<file path="src/rtl/niosii_system_st_packet_arbiter.sv">
// Two-input packet-aware round-robin arbiter for an Avalon-ST byte stream.
// The grant is taken on SOP, held until the granted packet's EOP, and feeds a one-deep output register.
module niosii_system_st_packet_arbiter #(
  parameter int DATA_W = 8,
  parameter int CNT_W  = 16
) (
  input  logic              clk,
  input  logic              reset_n,
  input  logic              in0_valid,
  input  logic [DATA_W-1:0] in0_data,
  input  logic              in0_startofpacket,
  input  logic              in0_endofpacket,
  output logic              in0_ready,
  input  logic              in1_valid,
  input  logic [DATA_W-1:0] in1_data,
  input  logic              in1_startofpacket,
  input  logic              in1_endofpacket,
  output logic              in1_ready,
  output logic              out_valid,
  output logic [DATA_W-1:0] out_data,
  output logic              out_startofpacket,
  output logic              out_endofpacket,
  input  logic              out_ready,
  output logic [1:0]        grant,
  output logic [CNT_W-1:0]  pkt_cnt0,
  output logic [CNT_W-1:0]  pkt_cnt1,
  output logic [CNT_W-1:0]  drop_cnt
);

  typedef enum logic [1:0] {
    IDLE  = 2'd0,
    LOCK0 = 2'd1,
    LOCK1 = 2'd2
  } state_e;

  state_e              state_q;
  logic                prio_q;
  logic                out_valid_q;
  logic [DATA_W-1:0]   out_data_q;
  logic                out_sop_q;
  logic                out_eop_q;
  logic [CNT_W-1:0]    pkt_cnt0_q;
  logic [CNT_W-1:0]    pkt_cnt1_q;
  logic [CNT_W-1:0]    drop_cnt_q;

  logic                can_load;
  logic                acc0;
  logic                acc1;
  logic                req0;
  logic                req1;
  logic                drop0;
  logic                drop1;
  logic                load;
  logic [DATA_W-1:0]   load_data;
  logic                load_sop;
  logic                load_eop;
  logic [CNT_W:0]      drop_sum;

  function automatic logic [CNT_W-1:0] sat_inc(input logic [CNT_W-1:0] v);
    return (&v) ? v : v + {{(CNT_W-1){1'b0}}, 1'b1};
  endfunction

  assign can_load = !out_valid_q || out_ready;
  assign req0     = in0_valid && in0_startofpacket;
  assign req1     = in1_valid && in1_startofpacket;

  // Ready is forced low while reset is held so no handshake can be seen during reset.
  always_comb begin
    in0_ready = 1'b0;
    in1_ready = 1'b0;
    if (reset_n) begin
      case (state_q)
        IDLE: begin
          in0_ready = in0_valid && !in0_startofpacket;
          in1_ready = in1_valid && !in1_startofpacket;
        end
        LOCK0:   in0_ready = can_load;
        LOCK1:   in1_ready = can_load;
        default: ;
      endcase
    end
  end

  assign acc0      = in0_valid && in0_ready;
  assign acc1      = in1_valid && in1_ready;
  assign drop0     = acc0 && (state_q == IDLE);
  assign drop1     = acc1 && (state_q == IDLE);
  assign load      = ((state_q == LOCK0) && acc0) || ((state_q == LOCK1) && acc1);
  assign load_data = (state_q == LOCK1) ? in1_data : in0_data;
  assign load_sop  = (state_q == LOCK1) ? in1_startofpacket : in0_startofpacket;
  assign load_eop  = (state_q == LOCK1) ? in1_endofpacket : in0_endofpacket;
  assign drop_sum  = {1'b0, drop_cnt_q} + {{CNT_W{1'b0}}, drop0} + {{CNT_W{1'b0}}, drop1};

  always_ff @(posedge clk or negedge reset_n) begin
    if (!reset_n) begin
      state_q     <= IDLE;
      prio_q      <= 1'b0;
      out_valid_q <= 1'b0;
      out_data_q  <= '0;
      out_sop_q   <= 1'b0;
      out_eop_q   <= 1'b0;
      pkt_cnt0_q  <= '0;
      pkt_cnt1_q  <= '0;
      drop_cnt_q  <= '0;
    end else begin
      case (state_q)
        IDLE: begin
          if (req0 && (!req1 || !prio_q)) state_q <= LOCK0;
          else if (req1)                  state_q <= LOCK1;
        end
        LOCK0: begin
          if (acc0 && in0_endofpacket) begin
            state_q    <= IDLE;
            prio_q     <= 1'b1;
            pkt_cnt0_q <= sat_inc(pkt_cnt0_q);
          end
        end
        LOCK1: begin
          if (acc1 && in1_endofpacket) begin
            state_q    <= IDLE;
            prio_q     <= 1'b0;
            pkt_cnt1_q <= sat_inc(pkt_cnt1_q);
          end
        end
        default: state_q <= IDLE;
      endcase

      // A load wins over a drain, so back-to-back beats keep out_valid high.
      if (load) begin
        out_valid_q <= 1'b1;
        out_data_q  <= load_data;
        out_sop_q   <= load_sop;
        out_eop_q   <= load_eop;
      end else if (out_ready) begin
        out_valid_q <= 1'b0;
      end

      drop_cnt_q <= drop_sum[CNT_W] ? {CNT_W{1'b1}} : drop_sum[CNT_W-1:0];
    end
  end

  assign grant             = {state_q == LOCK1, state_q == LOCK0};
  assign out_valid         = out_valid_q;
  assign out_data          = out_data_q;
  assign out_startofpacket = out_sop_q;
  assign out_endofpacket   = out_eop_q;
  assign pkt_cnt0          = pkt_cnt0_q;
  assign pkt_cnt1          = pkt_cnt1_q;
  assign drop_cnt          = drop_cnt_q;

endmodule
</file>
<file path="config.mk">
export PLATFORM = sky130hd
export DESIGN_NAME = niosii_system_st_packet_arbiter
export DESIGN_NICKNAME = d
export VERILOG_FILES = /design/src/rtl/niosii_system_st_packet_arbiter.sv
export SDC_FILE = /design/constraint.sdc
export NUM_CORES = 1
export LEC_CHECK = 0
export CORE_MARGIN = 2
export CORE_UTILIZATION = 35
export DETAILED_ROUTE_END_ITERATION = 7
export PLACE_DENSITY = 0.72
export SYNTH_ARGS = -nofsm -noshare
export SYNTH_HDL_FRONTEND = slang
export SYNTH_SLANG_ARGS = --single-unit
export TNS_END_PERCENT = 30
</file>
<file path="constraint.sdc">
create_clock -name clk -period 3.1 [get_ports clk]
set_clock_uncertainty 0.05 [all_clocks]
set_input_delay 0.93 -clock clk [delete_from_list [all_inputs] [get_ports clk]]
set_output_delay 0.93 -clock clk [all_outputs]
set_load 0.02 [all_outputs]
</file>
After elaboration in Yosys (flattened, before gate mapping)
Index checks and enable logic that the tools add are counted.

Add/sub/neg operators: 4. $mul: 0. Div/mod/pow operators: 0. Magnitude comparators: 0. Eq/ne operators: 5. Shift operators: 0. Mux-type cells: 18. Bitwise operators: 2. Reductions and logical operators: 30.

Operators with widths (count): $add A16 B1 Y16 const B (2); $reduce_and A16 Y1 (2); $add A16 B1 Y17 (1); $add A17 B1 Y17 (1); $mux W16 (1); $logic_and A1 B1 Y1 (13); $reduce_and A3 Y1 (4); $mux W1 (8); $mux W2 (4); $mux W8 (1); $pmux W1 S2 (3); $pmux W2 S3 (1); $logic_not A1 Y1 (5); $ne A2 B1 Y1 const B (2); $reduce_bool A2 Y1 (2); $logic_or A1 B1 Y1 (3); $ne A3 B2 Y1 const B (1); $eq A2 B1 Y1 const B (1); $eq A2 B2 Y1 const B (1); $logic_not A2 Y1 (1); $not A1 Y1 (2).

Flip-flop bits (word level): 62. Bits in latches: 0. Bits in writable memories: 0. Memory bits (read-only): 0. Bits of input ports: 25. Output and inout port bits: 63. Memories: 0.

Depth between registers and ports, before layout
Gate-level depths: netlist of run 1.

Word-level depth: 9. Gate-level depth with buffers: 12.

Least setup slack after synthesis of run 1
Ideal clock, no wire load.

Path kind: in2out. Start point: input in1_valid. End point: output in1_ready. Arrival time: 2.236 ns. Slack: -0.116 ns. Stages: 3. Cell sequence: nor2b_1 -> nor2_1 -> a2111oi_0.

Cells in the longest elaborated chain, start to end: 3.

Ends and longest elaborated chain: start: declaration (RTL line 14) `input logic in1_valid,`; $logic_and A1 B1 Y1 (RTL line 75) `in1_ready = in1_valid && !in1_startofpacket;`; $pmux W1 S2 (RTL line 72) `case (state_q)`; $mux W1 (RTL line 71) `if (reset_n) begin`; end: declaration (RTL line 18) `output logic in1_ready,`.

No other way between the ends.

Final worst setup path of run 1
Start point: input out_ready. End point: output in0_ready.

Cells in the longest elaborated chain, start to end: 3.

Ends and longest elaborated chain: start: declaration (RTL line 23) `input logic out_ready,`; $logic_or A1 B1 Y1 (RTL line 63) `assign can_load = !out_valid_q || out_ready;`; $pmux W1 S2 (RTL line 72); $mux W1 (RTL line 71); end: declaration (RTL line 13) `output logic in0_ready,`.

No other way between the ends.

==> metrics, run 1 <==
# Max-Cap Violations=0; Tot GR Track Use=0.1552; hold crit path type=reg -> reg; Main synth FF type=dfrtp_1; area growth from synthesis to layout=41.27%; Final ANT Viol Nets=0; diode count=0; fillers=approximately 820; die footprint=9549 um2; Clock Tree Root=clkbuf_8; post-synth top area cell=dfrtp_1; placed cell areas=about 4200 um2; vias in the first global route=2581; crit path DAT=slightly above 2 ns; Synth Area in Adders=0.01872; met1 usage=0.2042; reg2reg setup slack=0.53 ns; largest family of logic cells by synthesized area=simple AND/OR/NAND/NOR gates; Via Count=2523; Final WS setup=around 0.052 ns; CTS HTree Levels=3; f_max=about 330 MHz; Post-Syn Instances=294; Compound-Gate Fraction of Synth Area=0.07407; Min-Delay Path Depth=1; RR Startpoint=state_q[1]; share of the synthesized area in the top cell type=0.5047; post-synthesis register bit count=62; Synth cell types=roughly 40; Reg area=around 1600 um2; RR Endpoint=drop_cnt[15]; Top Usage Layer GRT=met2; Vias/cell=4.909; CP Class=in -> out; CP Buf/Inv Count=3; worst min-delay path endpoint=pkt_cnt0[15]; Synth Area in Simple Gates=0.2165; fin. max-slew vios=0; FP Rows=34; EDFF count, synth=0; crit-path max cell delay=around 0.49 ns; I/O pins=88; async set-reset flop share out of synthesis=1.000; post-synthesis xor/xnor area fraction=0.1026; R2R depth=9; most frequent cell after synthesis=dfrtp_1; total wire length=6916 um; status=finished, final reports clean; Tmin final=roughly 3.0 ns; sequential element share of the synthesized area=0.5047; wire per inst=13.46 um; post-route cell area=4343 um2; relative slew slack=0.6746; gr ovfl total=0; met3 global-route usage=0.04964; CTS Hold Bufs=0; Levels on crit path=5; Die Y=97.72 um; clock buffer count from CTS=9; hold_sp=pkt_cnt0[15]; Core Util, Final=0.5029; initial core utilization=0.3560; endpoint type of the worst setup path=output port; CTS tree=done; CP required=2.12 ns; crit path max fanout=2; syn nets=323; setup TNS=0 ns; drc violations=0; antenna violations before repair=0; Final GP Congestion=0.8298; Worst-path clk slew=0.06 ns; Cells after DPL=500; total power=between 2 and 3 mW; final setup vio count=0; Mapped Area=3074 um2; critical path startpoint category=input pin; chip width=between 90 and 100 um; total iterations of the first detailed-routing run=4; Hold WS=around 0.43 ns; mux cell area share after synthesis=0.05088; crit-path cells=clkdlybuf4s50_1 -> nor2b_1 -> buf_4 -> a211oi_2 -> buf_2; initial drt markers=43; synth cell count leaders=62 x dfrtp_1, 41 x nand2_1, 24 x nor2_1; area occupied by multi-input gates=between 1000 and 1500 um2; first-pass GRT wire length=about 12000 um; final hold viol count=0; share of cells above drive strength 1=0.1232; Nets=432; maximum VDD drop=0.3454 mV; Max Root-Sink Buffers=2; Static Leak=1.980 nW; Critical Path Slowest Stage Cell=clkdlybuf4s50_1; fin crit share=0.9831; Post-Syn Area per Cell=around 10 um2; met2 GRT Util=0.2424; worst skew pair latency=0.34 ns; Place WS=-0.5689 ns; RSZ-0062 raised after global routing=true; Top delay family on crit path=buffers and inverters; synth top area cells=dfrtp_1 50%, xor2_1 6.0%, nand2_1 5.0%; HPWL after detailed placement=5092 um; clk sinks=62; largest net degree at the start of global routing=40; CORE AREA=8636 um2; Tightest Pin Transition=a little under 0.5 ns; Final Instance Count excl. Fillers=between 500 and 600; PD cells=602.2 nW/um2; Yosys warning count=0; IO buf count=slightly below 90
[layout by cell type (no fill, tap or decap), types with 9 or more instances in the layout]
cell and instances:
buf_4 17, clkbuf_8 9, clkdlybuf4s50_1 83, dfrtp_1 62, inv_1 9, mux2i_1 10, nand2_1 41, nand3_1 20
nand4_1 11, nor2_1 24, nor3_1 9, o21ai_0 12, xnor2_1 15, xor2_1 21
[how the worst max path moves through the flow]
stage,from,endpoint,slack (ns)
finish,out_ready,in0_ready,0.05
global route,in0_valid,drop_cnt[15],-0.03
CTS,in0_valid,in0_ready,0.03
detailed placement,in1_valid,in1_ready,-0.57
global placement,in1_valid,in1_ready,-0.56
floorplan,in1_valid,in1_ready,0.13
[cells by family (layout without fill, tap and decap cells)]
| logic type | after synthesis | count (layout) |
|---|---|---|
| xor+xnor | 36 | 36 |
| mux | 15 | 15 |
| buf+inv | 16 | 128 |
| simple gates | 130 | 130 |
| fa+ha+maj | 4 | 4 |
| flops | 62 | 62 |
| compound gates | 31 | 31 |
[layout make-up]
class,count,area share
multi-input combinational,216,0.3325
sequential,62,0.3572
clock inverter,5,0.01210
timing repair buffer,104,0.2270
tap,108,0.03112
clock buffer,9,0.02852
inverter,10,0.01152
[worst register-to-register path, stage by stage, from the launching register on]
cell      delay (ns)
dfrtp_1         0.50
nand2b_1        0.28
nor2_1          0.15
nand2_1         0.09
fa_1            0.42
nor2b_1         0.18
nand4_1         0.14
nor2_1          0.15
and3_1          0.18
mux2_2          0.33
[sequential cells by signal, indices dropped and copies added, names as in the netlist]
register           cells
drop_cnt              16
pkt_cnt0              16
pkt_cnt1              16
out_data               8
state_q                2
out_endofpacket        1
out_startofpacket      1
out_valid              1
prio_q                 1
[report_power, final]
group	switching, mW	total (mW)	internal [mW]
combinational	0.425	0.841	0.417
clock	0.306	0.664	0.358
sequential	0.158	1.11	0.952
[per-layer routing]
layer / up-vias / routed length, um
li1: 1232 / -
met1: 1225 / 3127
met2: 55 / 3295
met3: 11 / 365
met4: 0 / 127
met5: - / 0
[what timing repair did]
action | CTS | global route
hold endpoints to repair | 0 | 0
resized for setup | 13 | 3
pin swaps | 1 | 2
setup buffers | 0 | 0
endpoints found under the setup margin | 2 | 5
Power figures use the tool's default switching activity.
==> run 2: changes to the inputs <==
--- a/config.mk
+++ b/config.mk
@@ -7,6 +7,7 @@
 export LEC_CHECK = 0
 export CORE_MARGIN = 2
 export CORE_UTILIZATION = 35
+export CTS_CLUSTER_DIAMETER = 30
 export DETAILED_ROUTE_END_ITERATION = 7
 export PLACE_DENSITY = 0.72
 export SYNTH_ARGS = -nofsm -noshare
==> results of run 2 <==
Final layout, timing and power as in run 1 (identical DEF).
==> edit 1, RTL diff (config.mk and constraints of run 2) <==
`CNT_W`: 16 -> 20.
--- a/src/rtl/niosii_system_st_packet_arbiter.sv
+++ b/src/rtl/niosii_system_st_packet_arbiter.sv
@@ -4,3 +4,3 @@
   parameter int DATA_W = 8,
-  parameter int CNT_W  = 16
+  parameter int CNT_W  = 20
 ) (
Ports: changed (resized drop_cnt, pkt_cnt0 and pkt_cnt1); port bits go from 88 to 100. The function was not compared with the original's and may differ.
==> edit 1 against run 2 <==
  * Synthesized area is 20% higher
  * Total power up 14%
  * Sequential cell count up 12
  * Global-route usage is 0.96 points higher
  * Cell area increased by 22%
  * Register-to-register slack lost 0.11 ns
  * Worst setup slack gained 0.014 ns
  * Combinational power grew 14%
  * Wire length rose by 29%
  * Largest power group unchanged
==> edit 1: results (changes against run 2) <==
number of global-route vias before repair: 3193 (+24%)
root buf cell: clkbuf_8
First DRT Iteration DRCs: 65 (+51%)
Nets: 521 (+21%)
initial antenna violation count: 0 (unchanged)
Critical Path Fanout Max: 2 (unchanged)
Layout fillers: 978 (+19%)
share of layout cells above drive strength 1: 0.159 (+0.0358)
Worst Setup EP: drop_cnt[16]
final setup margin: 0.0664 ns (+0.0141 ns)
synth cell count leaders: dfrtp_1, nand2_1, nand3_1
Ys Warns: 0 (unchanged)
Reg2Reg Setup Slack: 0.42 ns (-0.11 ns)
Reg2Reg Launch Point: state_q[0]
Crit-path slowest cell: or3_4
internal power: 1980 uW (+15%)
Routed WL: 8950 um (+29%)
pre-CTS setup slack: -0.580 ns (-0.0109 ns)
leakage: 0.00242 uW (+22%)
I/O Buffers: 99 (+14%)
status: completed
peak supply drop: 303 uV (-12%)
worst hold margin: 0.434 ns (+0.00119 ns)
Synth area leaders: dfrtp_1, xnor2_1, nand2_1
Seq/Total Area, Yosys: 0.502 (-0.00316)
Hold Crit Class: flop to flop
first-pass GRT wire length: 15200 um (+25%)
DRT Pass-1 Iters: 4 (unchanged)
max incr delay on CP: 0.38 ns (-0.11 ns)
delay-heaviest family, CP: simple AND/OR/NAND/NOR gates
async set or reset register ratio after synthesis: 1.00 (unchanged)
largest net degree at the start of global routing: 42 (+5.0%)
Via density: 4.96 (+1.1%)
cts bufs inserted: 9 (unchanged)
Setup crit start: in1_startofpacket
Crit path arrival time: 3.21 ns (+1.14 ns)
Combinational Power: 959 uW (+14%)
Flop pwr share: 0.423 (about the same)
ant diodes: 0 (unchanged)
CTS HTree Levels: 3 (unchanged)
Hold Path Origin: out_data[0]
Clk Latency, worst-skew pair: 0.34 ns (about the same)
Worst-path clk slew: 0.08 ns (+0.02 ns)
syn_nets: 390 (+21%)
Slew @ Worst Pin: 0.548 ns (+0.0602 ns)
DP HPWL: 6560 um (+29%)
count of distinct cell types in the synthesized netlist: 48 (+17%)
R2R cell count: 13 (+4)
clk buf depth: 2 (unchanged)
Total Routing Usage GR: 0.165 (+0.00964)
GPL Wtd Cong: 0.880 (+6.1%)
WHS Path Cells: 2 (+1)
## edit 1: worst min-delay path by stage
| stage | to |
|---|---|
| after floorplan | prio_q |
| after global placement | out_data[5] |
| after detailed placement | out_data[0] |
| after CTS | out_data[0] |
| after global routing | out_data[1] |
| final | out_data[0] |
## edit 1: through the flow
stage          cells  TNS, ns  instance area [um^2]  utilization  total power [uW]
3_3_place_gp     611   -10.19                  5020        0.488              2210
5_1_grt          633  -0.0201                  5300        0.516              3170
3_5_place_dp     611   -11.20                  5020        0.488              2230
6_report         633        0                  5300        0.516              2990
2_1_floorplan    361   -0.216                  3750            -              1760
4_1_cts          633        0                  5300        0.516              3030
## edit 1: cell type report
type,count,area [um^2],area share
inverter,11,41.3,0.00779
tap,136,170,0.0321
clock inverter,6,66.3,0.0125
clock buffer,10,138,0.0260
sequential,74,1850,0.349
multi-input combinational,266,1810,0.342
timing repair buffer,130,1220,0.231
## edit 1: logic make-up (layout without fill, tap and decap cells)
logic type	count (synthesis)	in the layout	synth area share
xor+xnor	44	44	0.104
buf+inv	21	157	0.0268
fa+ha+maj	4	4	0.0156
compound gates	31	31	0.0559
flops	74	74	0.502
mux	16	16	0.0451
simple gates	171	171	0.251
## edit 1: what timing repair did
| action | CTS | global route |
|---|---|---|
| pin swaps | 6 | 3 |
| resized for setup | 23 | 2 |
| gates cloned | 1 | 0 |
| setup buffers | 5 | 0 |
| setup endpoints to repair | 20 | 20 |
| endpoints found under the hold margin | 0 | 0 |
## edit 1: metal layers
| layer | GRT usage | share of wire |
|---|---|---|
| met1 | 0.211 | 0.45 |
| met2 | 0.280 | 0.49 |
| met3 | 0.0347 | 0.046 |
| met4 | 0.0501 | 0.017 |
| met5 | 0 | 0 |
==> edit 2, RTL diff (config.mk and constraints of run 2) <==
Made on the original files. Register the output `pkt_cnt0` once more, cleared by the reset; this adds one clock of latency there. The other outputs are not delayed to match.
--- a/src/rtl/niosii_system_st_packet_arbiter.sv
+++ b/src/rtl/niosii_system_st_packet_arbiter.sv
@@ -146,3 +146,9 @@
   assign out_endofpacket   = out_eop_q;
-  assign pkt_cnt0          = pkt_cnt0_q;
+  always_ff @(posedge clk or negedge reset_n) begin
+    if (!reset_n) begin
+      pkt_cnt0 <= '0;
+    end else begin
+      pkt_cnt0 <= pkt_cnt0_q;
+    end
+  end
   assign pkt_cnt1          = pkt_cnt1_q;
Behaviour: not the same (a bounded check fails within 4 cycles, from zero or initial values and one cycle with reset_n low).
==> edit 2 against run 2 <==
  * Sequential power rose by 20%
  * Worst setup slack worse by 0.025 ns
  * Cell area rose by 12%
  * Wire length up 12%
  * Critical path depth unchanged
  * Register-to-register slack better by 0.17 ns
  * Global-route usage is 0.26 points lower
  * Non-clock buffer count rose by 5
  * Synthesized area increased by 14%
  * Maximum frequency fell by 0.82%
  * Synthesized cell count rose by 4.4%
  * Sequential cell count is 16 higher
  * Total power grew 17%
  * Critical path type unchanged
  * Critical endpoint unchanged
  * Largest cell class unchanged
  * Highest routed layer unchanged
==> edit 2: results (changes against run 2) <==
Crit path arrival time: 2.09 ns (+0.02 ns)
mux contribution to synthesized area: 0.0415 (-0.00940)
Worst-path clk slew: 0.08 ns (+0.02 ns)
Setup crit start: in0_valid
number of global-route vias before repair: 2739 (+6.1%)
Layout fillers: 892 (+8.5%)
syn_nets: 336 (+4.0%)
first-pass GRT wire length: 13200 um (+8.4%)
pre-CTS setup slack: -0.573 ns (-0.00408 ns)
DP HPWL: 5500 um (+7.9%)
Reg2Reg Setup Slack: 0.70 ns (+0.17 ns)
synth cell count leaders: dfrtp_1, nand2_1, nand3_1, xnor2_1, xor2_1
M2 GR Usage: 0.256 (+0.0132)
status: completed
met3 wire len: 288 um (-21%)
Synth area leaders: dfrtp_1, nand2_1, xnor2_1
leakage: 0.00226 uW (+14%)
largest net degree at the start of global routing: 49 (+23%)
First DRT Iteration DRCs: 54 (+26%)
WL per Instance: 13.9 um (+3.4%)
Seq/Total Area, Yosys: 0.558 (+0.0531)
post-synthesis compound-gate area fraction: 0.0440 (-0.0301)
grt met3 use: 0.0301 (-0.0196)
xor/xnor share of the synthesized area: 0.102 (-0.000669)
count of distinct cell types in the synthesized netlist: 40 (-2.4%)
Placed Area: 0.00464 mm^2 (+12%)
placed cells: 542 (+8.4%)
Routed WL: 7760 um (+12%)
post-synthesis adder-cell area fraction: 0.0164 (-0.00228)
R2R cell count: 10 (+1)
Via density: 4.73 (-3.6%)
-- edit 2: power groups by stage --
stage,sequential [uW],clock [uW],combinational [uW]
floorplan,1460,0,330
global placement,1340,0,869
detailed placement,1350,0,881
CTS,1330,883,883
global route,1360,929,952
finish,1330,858,877
-- edit 2: kinds of logic (layout without fill, tap and decap cells) --
family / count (synthesis) / count (layout)
AOI/OAI and AO/OA: 21 / 21
xor gates and xnor gates: 39 / 39
adders and majority gates: 4 / 4
buffers and inverters: 12 / 130
DFF: 78 / 78
muxes: 14 / 14
and+or+nand+nor: 139 / 139
-- edit 2: repair_timing --
| item | 4_1_cts | 5_1_grt |
|---|---|---|
| pin swaps | 1 | 1 |
| hold buffers | 0 | 0 |
| endpoints found under the setup margin | 3 | 15 |
| resized for setup | 13 | 5 |
-- edit 2: worst min path at each step --
stage | from | end | slack (ns) | depth (start not counted)
global route | pkt_cnt0_q[15] | pkt_cnt0[15] | 0.39 | 0
global placement | pkt_cnt0_q[6] | pkt_cnt0[6] | 0.36 | 0
floorplan | pkt_cnt0_q[6] | pkt_cnt0[6] | 0.34 | 0
finish | pkt_cnt0_q[15] | pkt_cnt0[15] | 0.37 | 0
CTS | pkt_cnt0_q[6] | pkt_cnt0[6] | 0.38 | 0
detailed placement | pkt_cnt0_q[15] | pkt_cnt0[15] | 0.35 | 0
-- edit 2: area by class of cell --
| type | count | area [um^2] | area share |
|---|---|---|---|
| Clock buffer | 9 | 124 | 0.0254 |
| Clock inverter | 7 | 97.6 | 0.0200 |
| Inverter | 5 | 31.3 | 0.00641 |
| Multi-Input combinational cell | 217 | 1490 | 0.304 |
| Sequential cell | 78 | 1950 | 0.400 |
| Tap cell | 133 | 166 | 0.0341 |
| Timing Repair Buffer | 109 | 1030 | 0.210 |
